===== src/rtl/mem_bist.sv =====
// March BIST controller for a single-port memory: W0 up, (R0,W1) up, R1 down; reports pass, error count, first failing address.
// Latency: a full test occupies exactly 4*N cycles of busy after an accepted start; results are held in DONE.
// Backpressure: none; start is accepted only in IDLE or DONE and ignored while busy.
module mem_bist #(
   parameter int ADDR_W = 15,
   parameter int DATA_W = 16
) (
   input  logic              clk,
   input  logic              rst_n,
   input  logic              start,
   input  logic [DATA_W-1:0] pattern,
   output logic [ADDR_W-1:0] mem_a,
   output logic [DATA_W-1:0] mem_d,
   output logic              mem_we,
   input  logic [DATA_W-1:0] mem_spo,
   output logic              busy,
   output logic              done,
   output logic              pass,
   output logic [15:0]       err_count,
   output logic [ADDR_W-1:0] first_err_addr
);

   typedef enum logic [2:0] {IDLE, W0, R0, W1, R1, DONE} state_t;

   localparam logic [ADDR_W-1:0] ADDR_MAX = '1;

   state_t            state;
   logic [ADDR_W-1:0] addr;
   logic [DATA_W-1:0] pat;
   logic [DATA_W-1:0] exp_dat;
   logic              cmp_en;
   logic              mismatch;

   // Read compare: ascending pass expects P, descending pass expects ~P
   always_comb begin
      cmp_en   = (state == R0) || (state == R1);
      exp_dat  = (state == R1) ? ~pat : pat;
      mismatch = cmp_en && (mem_spo != exp_dat);
   end

   // Memory drive decoded only from registered state, address and pattern
   always_comb begin
      mem_a  = addr;
      mem_we = (state == W0) || (state == W1);
      mem_d  = '0;
      if (state == W0) mem_d = pat;
      else if (state == W1) mem_d = ~pat;
   end

   // March sequencer, error accounting and status flags
   always_ff @(posedge clk or negedge rst_n) begin
      if (!rst_n) begin
         state          <= IDLE;
         addr           <= '0;
         pat            <= '0;
         busy           <= 1'b0;
         done           <= 1'b0;
         pass           <= 1'b0;
         err_count      <= '0;
         first_err_addr <= '0;
      end else begin
         // Only R0/R1 can mismatch, so this never collides with the clear on start
         if (mismatch) begin
            if (err_count != 16'hFFFF) err_count <= err_count + 16'd1;
            if (err_count == 16'd0) first_err_addr <= addr;
         end
         case (state)
            IDLE, DONE: begin
               if (start) begin
                  pat            <= pattern;
                  addr           <= '0;
                  err_count      <= '0;
                  first_err_addr <= '0;
                  done           <= 1'b0;
                  pass           <= 1'b0;
                  busy           <= 1'b1;
                  state          <= W0;
               end
            end
            W0: begin
               if (addr == ADDR_MAX) begin
                  addr  <= '0;
                  state <= R0;
               end else begin
                  addr <= addr + 1'b1;
               end
            end
            R0: state <= W1;
            W1: begin
               // Last W1 hands over to R1 at the same (top) address
               if (addr == ADDR_MAX) begin
                  state <= R1;
               end else begin
                  addr  <= addr + 1'b1;
                  state <= R0;
               end
            end
            R1: begin
               if (addr == '0) begin
                  state <= DONE;
                  busy  <= 1'b0;
                  done  <= 1'b1;
                  // Include a mismatch on this final compare edge
                  pass  <= (err_count == 16'd0) && !mismatch;
               end else begin
                  addr <= addr - 1'b1;
               end
            end
            default: state <= IDLE;
         endcase
      end
   end

endmodule


===== config.mk =====
export PLATFORM = sky130hd
export DESIGN_NAME = mem_bist
export DESIGN_NICKNAME = d
export VERILOG_FILES = /design/src/rtl/mem_bist.sv
export SDC_FILE = /design/constraint.sdc
export NUM_CORES = 1
export LEC_CHECK = 0
export BUFFER_PORTS_ARGS = -buffer_cell sky130_fd_sc_hd__buf_2
export CORE_ASPECT_RATIO = 1.75
export CORE_MARGIN = 1.5
export CORE_UTILIZATION = 30
export CTS_CLUSTER_DIAMETER = 60
export CTS_CLUSTER_SIZE = 10
export DETAILED_ROUTE_END_ITERATION = 6
export SYNTH_ARGS = -nofsm -noshare
export SYNTH_HDL_FRONTEND = slang
export SYNTH_SLANG_ARGS = --single-unit

===== constraint.sdc =====
create_clock -name clk -period 6.2 [get_ports clk]
set_clock_uncertainty 0.2 [all_clocks]
set_input_delay 0.62 -clock clk [delete_from_list [all_inputs] [get_ports clk]]
set_output_delay 0.62 -clock clk [all_outputs]
set_load 0.01 [all_outputs]

-- Word level (Yosys, flattened, before mapping)
Index checks and enable logic that the tools add are counted.
- logic and storage cells: 69
- output and inout port bits: 66
- input bits: 35
- bits in registers: 68
- multiplexer cells: 29
- add/sub/neg operators: 3
- bitwise operators: 1
- reduce and logical (&&, ||, !) cells: 15
- equality and inequality tests: 13
- operators with widths (kind ; number):
    $mux W15 ; 8
    $mux W16 ; 7
    $pmux W15 S4 ; 1
    $add A16 B1 Y16 const B ; 1
    $logic_not A16 Y1 ; 1
    $ne A16 B16 Y1 ; 1
    $ne A16 B16 Y1 const B ; 1
    $not A16 Y16 ; 1
    $add A15 B1 Y15 const B ; 1
    $eq A15 B15 Y1 const B ; 1
    $logic_not A15 Y1 ; 1
    $pmux W3 S5 ; 1
    $sub A15 B1 Y15 const B ; 1
    $mux W3 ; 4
    $eq A3 B2 Y1 const B ; 2
    $eq A3 B3 Y1 const B ; 2
    $ne A2 B2 Y1 const B ; 3
    $pmux W1 S2 ; 3
    $reduce_and A3 Y1 ; 2
    $mux W1 ; 5
    $ne A2 B1 Y1 const B ; 2
    $reduce_and A4 Y1 ; 1
    $reduce_bool A4 Y1 ; 1
    $eq A3 B1 Y1 const B ; 1
    other kinds (7) ; 9

-- Logic depth before layout (Yosys ltp)
Gate-level depths: netlist of the first run.
- depth in word-level cells: 8
- mapped depth: 10
- depth with buffers taken out: 9

-- Least setup slack after synthesis of the first run
No wires, ideal clock.
- path type: register to register
- start: register addr[0] (netlist: mem_a[0])
- end: register addr[10] (netlist: mem_a[10])
- slack: 3.581 ns
- buffers on the path: 1
- cell stages (with the launch flop): 10
- setup time: 0.137 ns
- arrival: 2.282 ns
- clock period less this slack: 2.619 ns
- cell sequence: dfrtp_1 -> inv_1 -> ha_1 -> nor4b_4 -> nand4b_4 -> o31a_1 -> or3_1 -> buf_2 -> a21oi_1 -> a21oi_1
- cells in the longest elaborated chain, start to end: 3
- RTL lines (item ; line ; text):
    start, declared ; 28 ; logic [ADDR_W-1:0] addr;
    start signal, assigned ; 85 ; addr <= addr + 1'b1;
    start signal, assigned ; 94 ; addr <= addr + 1'b1;
    start signal, assigned ; 106 ; addr <= addr - 1'b1;
    $sub A15 B1 Y15 (tied with other cells) ; 106 ;
    $mux W15 (tied with other cells) ; 99 ; if (addr == '0) begin
    $pmux W15 S4 or $reduce_and A4 Y1 (tied branches) ; - ;
Parallel ways exist; a longest one is shown, timed or not. The select of a mux whose other input is x is not followed.
A chain may end at the register's enable or synchronous reset.

-- Worst setup path after layout of the first run
- start: register state[0]
- end: register first_err_addr[4]
- cells in the longest elaborated chain, start to end: 7
- RTL lines (item ; line ; text):
    start, declared ; 27 ; state_t state;
    start signal, assigned ; 53 ; state <= IDLE;
    start signal, assigned ; 77 ; state <= W0;
    start signal, assigned ; 83 ; state <= R0;
    $eq A3 B3 Y1 ; 36, 37 ;
    $mux W16 ; 37 ; exp_dat = (state == R1) ? ~pat : pat;
    $ne A16 B16 Y1 ; 38 ; mismatch = cmp_en && (mem_spo != exp_dat);
    $logic_and A1 B1 Y1 ; 38 ;
    $mux W15 ; 63 ; if (mismatch) begin
    $mux W15 ; 69 ; if (start) begin
    $mux W15 * ; 67 ; case (state)
    end signal, assigned ; 65 ; if (err_count == 16'd0) first_err_addr <= addr;
    end, declared ; 20 ; output logic [ADDR_W-1:0] first_err_addr
Every way passes the cells marked *; elsewhere a longest branch is shown, timed or not.

==> run summary, run 1 <==
Final instance area: 0.00539 mm2
Clock Power Share: 0.481
Int Pwr: 0.997 mW
Place WS: 2950 ps
Antenna violations before repair: 0
Die height: 163 um
Sequential-to-total area share from yosys stat: 0.389
Initial DRT Pass Iterations: 5
Via/cell ratio: 5.50
Cts repair resizes: 0
Post-synth top cells: nand2_1 (102), dfrtp_1 (68), nor2_1 (42)
Period utilisation layout: 0.535
EDFF count, synth: 0
Synth Register Bits: 68
Row count: 58
Global-route wire length before repair: 22400 um
Largest net degree at the start of global routing: 69
Vias: 4462
Synthesized area per cell: 8.05 um2
Slew Viols, Final: 0
DP Wirelength: 10200 um
CTS Buf Count: 9
Final min period: 3320 ps
PD cells: 250 mW/mm2
Area Overhead vs Synth: 23.1%
RSZ-0062 raised after global routing: no
Overflow after GRT: 0
Netlist Area Pre-Place: 0.00438 mm2
Setup Viol. Count Final: 0
Core area: 0.0143 mm2
Static Leakage: 2.38 nW
Area leader, netlist: dfrtp_1
Area post-placement: 0.00502 mm2
CP Capture Type: register
Iteration-0 DRC Markers: 255
Die Wd: 94.3 um
WL per Instance: 17.4 um
Synth cell types: 62
Clk root buf: clkbuf_16
GPL Wtd Cong: 0.880
Area occupied by registers: 0.00170 mm2
Critical Path Start Type: register
Non-filler cells, final: 812
Combinational Power Share: 0.120
Routed WL: 14100 um
Arr. time, crit path: 3280 ps
Most numerous cell in the Yosys netlist: nand2_1
CTS tree: done
Cells after synthesis: 544
Routed Antenna Nets: 0
VDD IR max: 0.134 mV
Psw: 0.349 mW
# Post-CTS Setup Buffers: 0
Clock buffer depth: 2
Dpl cells: 796
Critical Path RT: 6160 ps
Fmax: 0.301 GHz
Final hold vios: 0
Worst Hold Class: input port to register
Area occupied by multi-input gates: 0.00249 mm2
Sequential cell fraction of total power: 0.399
Largest cells by area after synthesis: dfrtp_1 (39%), nand2_1 (8.7%), o21ai_0 (4.6%)
FFs w/ async S/R, synth: 1.00
CTS clk-pin slew, worst paths: 60 ps
Final #Nets: 666
Least-Margin Pin Slew: 1060 ps
Yosys Warn Count: 0
Critical Path Fanout Max: 30
Die area: 0.0154 mm2
Worst slew margin: 0.290
Switching fraction of total power: 0.259
N_diodes: 0
Share of post-route cells with drive strength above 1: 0.218
Tot GR Track Use: 0.187
Htree depth: 3
Status: completed
Post-synthesis net count: 583
Fill cell count: 1508
Starting Density: 0.306
Critical path class: register to register
Top cell type's share of synthesized area: 0.389
Clk sink count: 68
IO Count: 101
Post-route DRC: 0
Port Buffers: 100
Setup TNS: 0 ps
Clk Latency, worst-skew pair: 330 ps
Cts hold-fix bufs: 0
Final worst slack: 2880 ps
Max Cap Viol: 0
Commonest register cell after synthesis: dfrtp_1
Vias in the first global route: 4411
## logic make-up after synthesis
kind of cell,after synthesis,share of synthesized area
mux,3,0.00686
compound gates,135,0.196
xor+xnor,34,0.0680
simple gates,251,0.283
flops,68,0.389
buf+inv,49,0.0454
fa+ha+maj,4,0.0114
## final cells by class
type / instances / area share
clock buffer: 10 / 0.0443
clock inverter: 6 / 0.0251
inverter: 16 / 0.0111
multi-input combinational: 427 / 0.462
sequential: 68 / 0.316
tap: 180 / 0.0418
timing repair buffer: 105 / 0.0998
## path summary, 6_finish.rpt
kind,cells past startpoint,from,slack (ps),to
max,6,state[0],2880,first_err_addr[4]
min,3,pattern[11],280,pat[11]
max reg2reg,6,state[0],2880,first_err_addr[4]
min reg2reg,2,first_err_addr[6],300,first_err_addr[6]
max in group asynchronous,2,rst_n,4900,err_count[4]
min in group asynchronous,2,rst_n,290,pat[7]
## worst max-delay path: stages (launching register included)
cell,delay (ps)
dfrtp_1,550
nor3b_4,720
nand4_1,180
o2bb2ai_1,280
o21ai_2,110
o21ai_2,830
o21ai_0,270
## through the flow
step	hold WS (ps)	utilization	power [mW]
after global routing	281	0.377	1.40
after floorplan	124	-	0.621
after CTS	270	0.377	1.36
final	275	0.377	1.35
after global placement	279	0.351	0.701
after detailed placement	296	0.351	0.707
## layer usage
layer	track usage	wire, um	up-vias
met5	0	0	-
met4	0.0977	539	0
met3	0.0331	713	37
met2	0.336	7650	176
met1	0.204	5190	2132
li1	-	-	2117
## sequential cells by signal (all words and copies together), names as in the netlist
signal,cells
first_err_addr,15
done,1
pat,16
state,3
err_count,16
mem_a,15
pass,1
busy,1
## cell usage in the layout, fill, tap and decap left out, types with 4 or more instances in the layout
cell,n
a21oi_1,28
a31oi_1,4
buf_2,100
buf_4,5
bufinv_16,4
clkbuf_16,9
dfrtp_1,68
ha_1,4
inv_1,15
nand2_1,102
nand3_1,29
nand4_1,7
nor2_1,42
nor3_1,22
nor4_1,7
o211ai_1,7
o21ai_0,40
o22ai_1,5
o31ai_1,17
or3_1,7
or4_1,9
xnor2_1,22
xor2_1,12
## power groups by stage
stage,clock network (mW),registers [mW],logic [mW]
after global routing,0.673,0.543,0.181
after floorplan,0,0.543,0.0775
after detailed placement,0,0.544,0.163
final,0.647,0.537,0.161
after global placement,0,0.541,0.160
after CTS,0.656,0.537,0.164
No activity file was read; power rests on OpenSTA's default activity.
==> run 2, diff against run 1 <==
==> constraint.sdc (replaced) <==
create_clock -name clk -period 3.4 [get_ports clk]
set_clock_uncertainty 0.2 [all_clocks]
set_input_delay 0.34 -clock clk [delete_from_list [all_inputs] [get_ports clk]]
set_output_delay 0.34 -clock clk [all_outputs]
set_load 0.01 [all_outputs]
==> run 2 against run 1 <==
Effect of this change: maximum frequency is 8.9% higher; combinational power is 91% higher; first-iteration DRC count is 31% higher; setup slack got worse by 2500 ps; critical endpoint is now mem_a[12]; final area rose by 1.9%; hold slack worse by 260 ps; die area stayed put; power increased by 60%.
==> run summary, run 2 (synthesis results as in run 1) <==
Port Buffers: 100
Critical Path Start Type: register
Final hold vios: 0
IO Count: 101
CTS tree: done
CTS clk-pin slew, worst paths: 60 ps
Arr. time, crit path: 3040 ps
Setup Viol. Count Final: 0
CTS Buf Count: 9
WL per Instance: 17.3 um
DP Wirelength: 10600 um
PD cells: 392 mW/mm2
Core area: 0.0143 mm2
Overflow after GRT: 0
Share of post-route cells with drive strength above 1: 0.225
Initial DRT Pass Iterations: 5
Die area: 0.0154 mm2
Fmax: 0.328 GHz
Global-route wire length before repair: 22900 um
CP Capture Type: register
# Post-CTS Setup Buffers: 0
Non-filler cells, final: 833
Critical path class: register to register
Slew Viols, Final: 0
VDD IR max: 0.169 mV
Biggest regs: err_count: 16 flops, pat: 16 flops
Routed WL: 14400 um
Fin util: 0.384
Hold_sp: pattern[4]
Hold path depth: 3
Critical Path Fanout Max: 10
Die height: 163 um
Max Cap Viol: 0
Static Leakage: 2.43 nW
Post-route DRC: 0
Area post-placement: 0.00510 mm2
Commonest cells after routing, fill and taps aside: nand2_1 (102), buf_2 (100), dfrtp_1 (68)
Final #Nets: 687
Hold endpoint: pat[4]
Period utilisation layout: 0.896
Clock buffer depth: 2
Reg2Reg Launch Point: mem_a[0]
Worst Hold Class: input port to register
Starting Density: 0.306
Clk sink count: 68
Reg2reg setup slack: 350 ps
Cts repair resizes: 0
Via/cell ratio: 5.46
Fill cell count: 1464
N_diodes: 0
Clk Latency, worst-skew pair: 340 ps
Worst Reg-to-Reg Cells: 8
Worst reg2reg endpoint: mem_a[12]
Dpl cells: 805
Row count: 58
Antenna violations before repair: 0
Vias: 4548
RSZ-0062 raised after global routing: no
Final min period: 3050 ps
Die Wd: 94.3 um
Area Overhead vs Synth: 25.5%
Largest net degree at the start of global routing: 41
Worst slew margin: 0.494
Htree depth: 3
Least-Margin Pin Slew: 760 ps
GPL Wtd Cong: 0.924
Routed Antenna Nets: 0
Vias in the first global route: 4486
Final instance area: 0.00550 mm2
Setup TNS: 0 ps
Critical Path RT: 3400 ps
Iteration-0 DRC Markers: 335
Clk root buf: clkbuf_16
Commonest non-fill, non-tap cell in the layout: nand2_1
Status: completed
Tot GR Track Use: 0.191
==> run 2: changes by cell type in the layout (fill, tap and decap cells not counted), sizes merged <==
cell,delta
dlygate4sd3,+12
clkinvlp,+1
clkbuf,-1
buf,+9
bufinv,-4
clkinv,+4
==> run 2: how the worst max path moves through the flow <==
stage	startpoint	slack, ps	cells past startpoint	endpoint
global route	mem_a[1]	170	7	mem_a[7]
finish	mem_a[0]	350	8	mem_a[12]
CTS	mem_a[0]	370	8	mem_a[12]
floorplan	mem_a[0]	780	9	mem_a[10]
detailed placement	mem_a[0]	380	8	mem_a[12]
global placement	mem_a[0]	530	6	mem_a[4]
==> run 2: per-stage QoR <==
step	total power [mW]	setup slack, ps	hold slack [ps]
after floorplan	1.13	781	-156
after global placement	1.28	527	249
after detailed placement	1.29	383	259
after CTS	2.18	368	1.89
after global routing	2.27	167	9.02
final	2.15	353	16.5
==> run 2: area by class of cell <==
| class | count | area [um2] | share of cell area |
|---|---|---|---|
| Timing Repair Buffer | 126 | 738 | 0.134 |
| Tap cell | 180 | 225 | 0.0410 |
| Multi-Input combinational cell | 427 | 2490 | 0.453 |
| Inverter | 16 | 60.1 | 0.0109 |
| Sequential cell | 68 | 1700 | 0.310 |
| Clock buffer | 9 | 225 | 0.0410 |
| Clock inverter | 7 | 53.8 | 0.00979 |
==> run 2: metal layers <==
| metal | wire [um] | GRT usage | up-vias |
|---|---|---|---|
| met5 | 0 | 0 | - |
| met4 | 483 | 0.0936 | 0 |
| met3 | 592 | 0.0275 | 32 |
| met2 | 7890 | 0.346 | 156 |
| met1 | 5440 | 0.212 | 2199 |
| li1 | - | - | 2161 |
==> run 2: report_power, final <==
part / switching [mW] / internal, mW / total (mW)
registers: 0.101 / 0.875 / 0.976
clock network: 0.376 / 0.495 / 0.871
logic: 0.166 / 0.143 / 0.308
total: 0.642 / 1.51 / 2.15
==> run 2: timing repair <==
action	4_1_cts	5_1_grt
endpoints found under the setup margin	0	0
hold buffers	12	0
hold endpoints to repair	39	0
==> run 2: worst max-delay path: stages (launching register included) <==
cell	delay, ps
dfrtp_1	470
inv_1	160
ha_1	280
nor4b_4	370
nand4b_4	200
o31a_1	410
or3_1	540
o21ai_0	150
o21ai_0	120
